[src/rtl/cache_arbiter.sv]
// cache_arbiter
//   Arbitrates between an I-cache line-fill port and a D-cache fill/writeback
//   port. It drives a single physical-memory burst master. Each granted
//   request moves one 256-bit line as four 64-bit beats. The D-side wins over
//   the I-side when both request in the same idle cycle. A D-side request
//   with both read and write asserted is treated as a writeback.
//
// Ports
//   clk, rst                    clock and synchronous active-high reset
//   i_pmem_read/address         I-cache fill request and line address
//   i_pmem_rdata/resp           filled line and one-cycle completion pulse
//   d_pmem_read/write/address   D-cache fill or writeback request
//   d_pmem_wdata                line to write back
//   d_pmem_rdata/resp           filled line and one-cycle completion pulse
//   mem_read/write/address      burst master command, held for the whole burst
//   mem_wdata                   current write beat
//   mem_rdata/resp              memory beat data and per-beat acknowledge

module cache_arbiter (
  input  logic         clk,
  input  logic         rst,
  input  logic         i_pmem_read,
  input  logic [31:0]  i_pmem_address,
  output logic [255:0] i_pmem_rdata,
  output logic         i_pmem_resp,
  input  logic         d_pmem_read,
  input  logic         d_pmem_write,
  input  logic [31:0]  d_pmem_address,
  input  logic [255:0] d_pmem_wdata,
  output logic [255:0] d_pmem_rdata,
  output logic         d_pmem_resp,
  output logic         mem_read,
  output logic         mem_write,
  output logic [31:0]  mem_address,
  output logic [63:0]  mem_wdata,
  input  logic [63:0]  mem_rdata,
  input  logic         mem_resp
);

  typedef enum logic [2:0] {
    IDLE    = 3'd0,
    I_READ  = 3'd1,
    D_READ  = 3'd2,
    D_WRITE = 3'd3,
    DONE_I  = 3'd4,
    DONE_D  = 3'd5
  } state_t;

  state_t         r_state;
  logic [1:0]     r_beat;
  logic [31:0]    r_addr;
  logic [255:0]   r_wdata;
  logic [255:0]   r_line;
  logic           r_mem_read;
  logic           r_mem_write;
  logic           r_i_resp;
  logic           r_d_resp;
  logic [63:0]    w_mem_wdata;

  localparam logic [31:0] LINE_MASK = 32'hFFFF_FFE0;

  always_ff @(posedge clk) begin
    if (rst) begin
      r_state     <= IDLE;
      r_beat      <= 2'd0;
      r_addr      <= 32'd0;
      r_wdata     <= 256'd0;
      r_line      <= 256'd0;
      r_mem_read  <= 1'b0;
      r_mem_write <= 1'b0;
      r_i_resp    <= 1'b0;
      r_d_resp    <= 1'b0;
    end else begin
      // Completion pulses last exactly one cycle: they are set only on the
      // final beat and dropped here on the following edge.
      r_i_resp <= 1'b0;
      r_d_resp <= 1'b0;
      case (r_state)
        IDLE: begin
          r_beat <= 2'd0;
          if (d_pmem_write) begin
            r_state     <= D_WRITE;
            r_addr      <= d_pmem_address & LINE_MASK;
            r_wdata     <= d_pmem_wdata;
            r_mem_write <= 1'b1;
          end else if (d_pmem_read) begin
            r_state    <= D_READ;
            r_addr     <= d_pmem_address & LINE_MASK;
            r_mem_read <= 1'b1;
          end else if (i_pmem_read) begin
            r_state    <= I_READ;
            r_addr     <= i_pmem_address & LINE_MASK;
            r_mem_read <= 1'b1;
          end
        end
        I_READ, D_READ, D_WRITE: begin
          if (mem_resp) begin
            if (r_state != D_WRITE) begin
              r_line[{r_beat, 6'b0} +: 64] <= mem_rdata;
            end
            // Two-bit counter wraps back to 0 on the fourth beat.
            r_beat <= r_beat + 2'd1;
            if (r_beat == 2'd3) begin
              r_mem_read  <= 1'b0;
              r_mem_write <= 1'b0;
              r_addr      <= 32'd0;
              if (r_state == I_READ) begin
                r_state  <= DONE_I;
                r_i_resp <= 1'b1;
              end else begin
                r_state  <= DONE_D;
                r_d_resp <= 1'b1;
              end
            end
          end
        end
        // Requests are not sampled here, so a request still high in the
        // completion cycle cannot start a new burst until IDLE sees it.
        DONE_I, DONE_D: r_state <= IDLE;
        default:        r_state <= IDLE;
      endcase
    end
  end

  // The write beat is selected from the latched line, so the requester may
  // change its inputs freely once the burst is granted.
  assign w_mem_wdata = (r_state == D_WRITE) ? r_wdata[{r_beat, 6'b0} +: 64] : 64'd0;

  assign mem_read     = r_mem_read;
  assign mem_write    = r_mem_write;
  assign mem_address  = r_addr;
  assign mem_wdata    = w_mem_wdata;
  assign i_pmem_rdata = r_line;
  assign d_pmem_rdata = r_line;
  assign i_pmem_resp  = r_i_resp;
  assign d_pmem_resp  = r_d_resp;

endmodule

[config.mk]
export PLATFORM = sky130hd
export DESIGN_NAME = cache_arbiter
export DESIGN_NICKNAME = d
export VERILOG_FILES = /design/src/rtl/cache_arbiter.sv
export SDC_FILE = /design/constraint.sdc
export NUM_CORES = 1
export LEC_CHECK = 0
export ABC_AREA = 1
export CORE_AREA = 2 2 390 392
export DETAILED_ROUTE_END_ITERATION = 6
export DIE_AREA = 0 0 392 394
export DONT_BUFFER_PORTS = 1
export REMOVE_ABC_BUFFERS = 1
export SYNTH_ARGS = -nofsm -noshare
export SYNTH_HDL_FRONTEND = slang
export SYNTH_SLANG_ARGS = --single-unit
[constraint.sdc]
create_clock -name clk -period 3.1 [get_ports clk]
set_clock_uncertainty 0.1 [all_clocks]
set_input_delay 0.62 -clock clk [delete_from_list [all_inputs] [get_ports clk]]
set_output_delay 0.62 -clock clk [all_outputs]
set_load 0.01 [all_outputs]
---- Word-level counts from Yosys, hierarchy flattened ----
Cells that the tools add are included.
cells by class
  reductions and logical operators ........ 11
  bitwise operators ....................... 3
  add/sub/neg operators ................... 2
  mux-type cells .......................... 27
  shift-type cells ........................ 3
  equality and inequality tests ........... 11
operators by type and width
  operator                                                                    count
  256-bit bitwise mux                                                         1
  64-bit by 10-bit variable shift with 256-bit output (first input constant)  1
  256-bit by 9-bit indexed part select with 64-bit output                     1
  64-bit by 10-bit indexed part select with 256-bit output                    1
  32-bit 2-to-1 mux                                                           5
  64-bit 2-to-1 mux                                                           1
  32-bit one-hot mux with 2 select lines                                      1
  3-bit 2-to-1 mux                                                            5
  8-bit negation with 10-bit output                                           1
  1-bit 2-to-1 mux                                                            9
  2-bit inequality test (second input constant)                               4
  4-bit AND reduction                                                         2
  3-bit by 2-bit equality test with 1-bit output (second input constant)      2
  3-bit one-hot mux with 2 select lines                                       1
  3-bit AND reduction                                                         2
  5-bit AND reduction                                                         1
  4-bit inequality test (second input constant)                               1
  1-bit one-hot mux with 2 select lines                                       2
  2-bit one-hot mux with 2 select lines                                       1
  2-bit AND reduction                                                         2
  4-bit OR reduction                                                          1
  3-bit by 1-bit equality test with 1-bit output (second input constant)      1
  3-bit logical NOT                                                           1
  3-bit by 2-bit inequality test with 1-bit output (second input constant)    1
  other kinds (7)                                                             9
storage, ports and cells
  bits of input ports ..................... 390
  output and inout bits ................... 612
  bits in registers ....................... 553

---- Longest topological paths before layout ----
  word-level depth ........................ 5
  depth in mapped cells ................... 12
  gate-level depth less buffers ........... 9

---- Worst setup path after synthesis ----
No wires, ideal clock.
  path kind ............................... register to register
  from .................................... reg r_beat[0]
  to ...................................... reg r_line[16] (netlist: d_pmem_rdata[16])
  cell stages (with the launch flop) ...... 11
  buffers on the path ..................... 3
  slack ................................... 657 ps
  arrival time ............................ 2272 ps
  cell sequence ........................... dfxtp_1 -> inv_2 -> clkbuf_1 -> clkbuf_1 -> ha_1 -> inv_1 -> nand2_1 -> nor2_1 -> clkbuf_1 -> nand4_1 -> a21oi_1
between the ends
  cells in the longest elaborated chain, start to end .. 3
  elaborated cells between the ends (all ways) .. 4
RTL lines
  what                                                                                                                                    RTL line  text
  start: declaration                                                                                                                      50        logic [1:0] r_beat;
  start signal: assignment                                                                                                                102       r_beat <= r_beat + 2'd1;
  8-bit negation with 10-bit output *                                                                                                     99        r_line[{r_beat, 6'b0} +: 64] <= mem_rdata;
  64-bit by 10-bit indexed part select with 256-bit output / 64-bit by 10-bit variable shift with 256-bit output (equally long branches)  99
  256-bit bitwise mux *                                                                                                                   99
  end signal: indexed assignment                                                                                                          99
  end: declaration                                                                                                                        53        logic [255:0] r_line;
Every way passes the cells marked *; elsewhere a longest branch is shown, timed or not.
A chain may end at the register's enable or synchronous reset.

---- Final worst setup path ----
  from .................................... reg r_beat[1]
  to ...................................... out mem_wdata[38]
between the ends
  cells in the longest elaborated chain, start to end .. 2
RTL lines
  what                                                     RTL line  text
  256-bit by 9-bit indexed part select with 64-bit output  127       assign w_mem_wdata = (r_state == D_WRITE) ? r_wdata[{r_beat, 6'b0} +: 64] : 64'd0;
  64-bit 2-to-1 mux                                        127
  end: declaration                                         35        output logic [63:0] mem_wdata,
No other way between the ends.

==> flow_metrics.tcl <==
set metrics [dict create \
    status "complete, no violations" \
    yosysUniqueCellTypes 24 \
    r2r_cells 7 \
    wl_per_cell_um 24.4 \
    ios 1002 \
    vias 26100 \
    drc 0 \
    arrival_ps 2340 \
    cp.required_ps 2380 \
    place_area_mm2 0.0273 \
    first_iter_violations 2528 \
    switching_share 0.370 \
    ir_drop_mv 0.505 \
    p_comb_frac 0.245 \
    vias_per_cell 4.43 \
    first_global_vias 24300 \
    rows 143 \
    cts_tree "yes" \
    gp_congestion 0.962 \
    holdPathEnd "r_wdata[201]" \
    dieHeight_um 394 \
    clock_power_share 0.353 \
    synthTopCellsByArea "dfxtp_1 41%, a21oi_1 10%, nand2_1 9.3%, nor2_1 8.7%, buf_4 7.6%" \
    htreeDepth 3 \
    hold_start "d_pmem_wdata[201]" \
    synth_most_common_cell "nand2_1" \
    finalCritPeriodShare 0.986 \
    yosysTopAreaCell "dfxtp_1" \
    finalHoldViolations 0 \
    clkTransAtPathRegs_ps 60 \
    path_class "flop to output port" \
    die_w_um 392 \
    numCtsBuffers 67 \
    track_usage 0.178 \
    synthArstFlopShare 0 \
    netlist_instances 3978 \
    synth_edf_count 0 \
    critPathLaunchType "flop" \
    setup_viol 0 \
    clock_latency_ps 630 \
    dpl.hpwl_mm 105 \
    ys_ff_latch 548 \
    ys_top_cells_by_count "661 x nand2_1, 617 x nor2_1, 548 x dfxtp_1" \
    p_seq_frac 0.403 \
    holdWs_ps 81.9 \
    maxSlewViolCount 0 \
    final_cell_area_mm2 0.0316 \
    dp_slack_ps 215 \
    period_needed_ps 3060 \
    dieArea_mm2 0.154 \
    area_growth_pct 18.3 \
    power.switching_mw 8.16 \
    powerDensity_mw_per_mm2 699 \
    coreArea_mm2 0.151 \
    synth_top_area_frac 0.411 \
    r2r_slack_ps 170 \
    grt_antenna_before_repair 36 \
    cts_sinks 548 \
    cpPeakStageDelay_ps 400 \
    grt_pass1_wl_mm 195 \
    postLayoutSetupSlackWorst_ps 42.9 \
    holdPathStages 2 \
    worstPathCellList "buf_12, a21oi_1, o21ai_0, a21oi_1, buf_4" \
    fmax_mhz 327 \
    nets 4209 \
    drive_gt1_frac 0.0718 \
    static-leakage-power_nw 12.8 \
    cp_max_fo 64 \
    maxSlewHeadroom 0.304 \
    clock_path_buffers 3 \
    root_buffer "clkbuf_16" \
    hold_class "input port to flop" \
    end_kind "output port" \
    wirelength_mm 144 \
    drtPass1Iterations 7 \
    rr_startpoint "r_state[0]" \
    netlist_area_mm2 0.0267 \
    grt_max_degree 147 \
    total_power_mw 22.1 \
    syn-mean-instance-area_um2 6.71 \
    port_buffers 0 \
    ant_nets 0 \
    worst_slew_pin_slew_ps 1040 \
    overflow 0 \
    intPower_mw 13.9 \
    r2r_end "d_pmem_rdata[38]" \
    crit_slowest_cell "dfxtp_4" \
    ys_seq_area_frac 0.411 \
    cap_violations 0 \
    synth_ff_type "dfxtp_1" \
    grt_setup_unrepaired "no" \
    cpMostUsedCell "a21oi_1" \
    start_util 0.177 \
    yosysWarnings 0 \
]
## worst max-delay path by stage
| stage | slack, ps | cells past startpoint | end | startpoint |
|---|---|---|---|---|
| 6_report | 40 | 5 | mem_wdata[38] | r_beat[1] |
| 5_1_grt | 10 | 7 | mem_wdata[61] | r_beat[0] |
| 4_1_cts | 0.2 | 6 | mem_wdata[34] | r_beat[1] |
| 3_5_place_dp | 210 | 9 | d_pmem_rdata[158] | r_beat[0] |
| 3_3_place_gp | 260 | 9 | d_pmem_rdata[131] | r_beat[0] |
| 2_1_floorplan | -5420 | 8 | d_pmem_rdata[129] | r_beat[0] |
## placed cells by master (no fill, tap or decap), drive strengths merged
master,instances
dlygate4sd3,194
o21ai,269
nor4,1
clkinvlp,3
nand2,662
nor2,621
clkbuf,88
diode,16
clkinv,17
a21oi,535
dfxtp,548
nor3,22
inv,386
conb,5
nand4,63
ha,6
buf,136
bufinv,2
nand3,298
## routing by layer
| layer | routed length (um) | global-route usage | part of all wire | up-vias |
|---|---|---|---|---|
| met5 | 187 | 0 | 0.0013 | - |
| met4 | 6790 | 0.0841 | 0.047 | 32 |
| met3 | 20900 | 0.0938 | 0.14 | 286 |
| met2 | 65800 | 0.285 | 0.46 | 1552 |
| met1 | 50500 | 0.193 | 0.35 | 12200 |
| li1 | - | - | - | 12100 |
## layout make-up
type | instances | area [um^2]
Fill cell | 17000 | 119000
Multi-Input combinational cell | 2482 | 11100
Sequential cell | 548 | 11000
Timing Repair Buffer | 331 | 3310
Tap cell | 2030 | 2540
Clock buffer | 87 | 1860
Inverter | 383 | 1460
Clock inverter | 25 | 246
Antenna cell | 16 | 40.0
## through the flow
step / utilization / TNS, ps / instances
final: 0.209 / 0 / 5902
after global routing: 0.209 / 0 / 5894
after CTS: 0.209 / 0 / 5883
after detailed placement: 0.181 / 0 / 5571
after global placement: 0.181 / 0 / 5571
after floorplan: - / -2124780 / 3413
## power by group through the flow
stage                     logic [mW]  clock network, mW  registers, mW
after floorplan                 2.87                  0           8.67
after global placement          4.91                  0           9.03
after detailed placement        4.99                  0           9.05
after CTS                       5.36               7.97           8.88
after global routing            5.92               8.22           8.97
final                           5.40               7.78           8.88
## worst max-delay path: cells and delay by family, from the launching register on
family	cells	cell delay, ps
buffers and inverters	2	410
DFF	1	400
AOI/OAI and AO/OA	3	780
## registers in the layout, indices dropped and copies added (netlist names)
register      flops
d_pmem_rdata    256
mem_address      27
d_pmem_resp       1
r_beat            2
mem_read          1
r_wdata         256
i_pmem_resp       1
r_state           3
mem_write         1
## repair_timing
item / CTS / global route
endpoints found under the hold margin: 220 / 0
endpoints found under the setup margin: 38 / 10
pin swaps: 1 / 0
setup buffers: 4 / 2
resized for setup: 6 / 8
hold buffers: 196 / 0
cloned: 0 / 1
## cell families (layout without fill, tap and decap cells)
| group | count (synthesis) | count (layout) | synth area share |
|---|---|---|---|
| AOI/OAI and AO/OA | 804 | 804 | 0.151 |
| buffers and inverters | 952 | 826 | 0.178 |
| and+or+nand+nor | 1667 | 1667 | 0.257 |
| DFF | 548 | 548 | 0.411 |
| other | 1 | 21 | 0.000141 |
| adders and majority gates | 6 | 6 | 0.00281 |
Power figures use the tool's default switching activity.
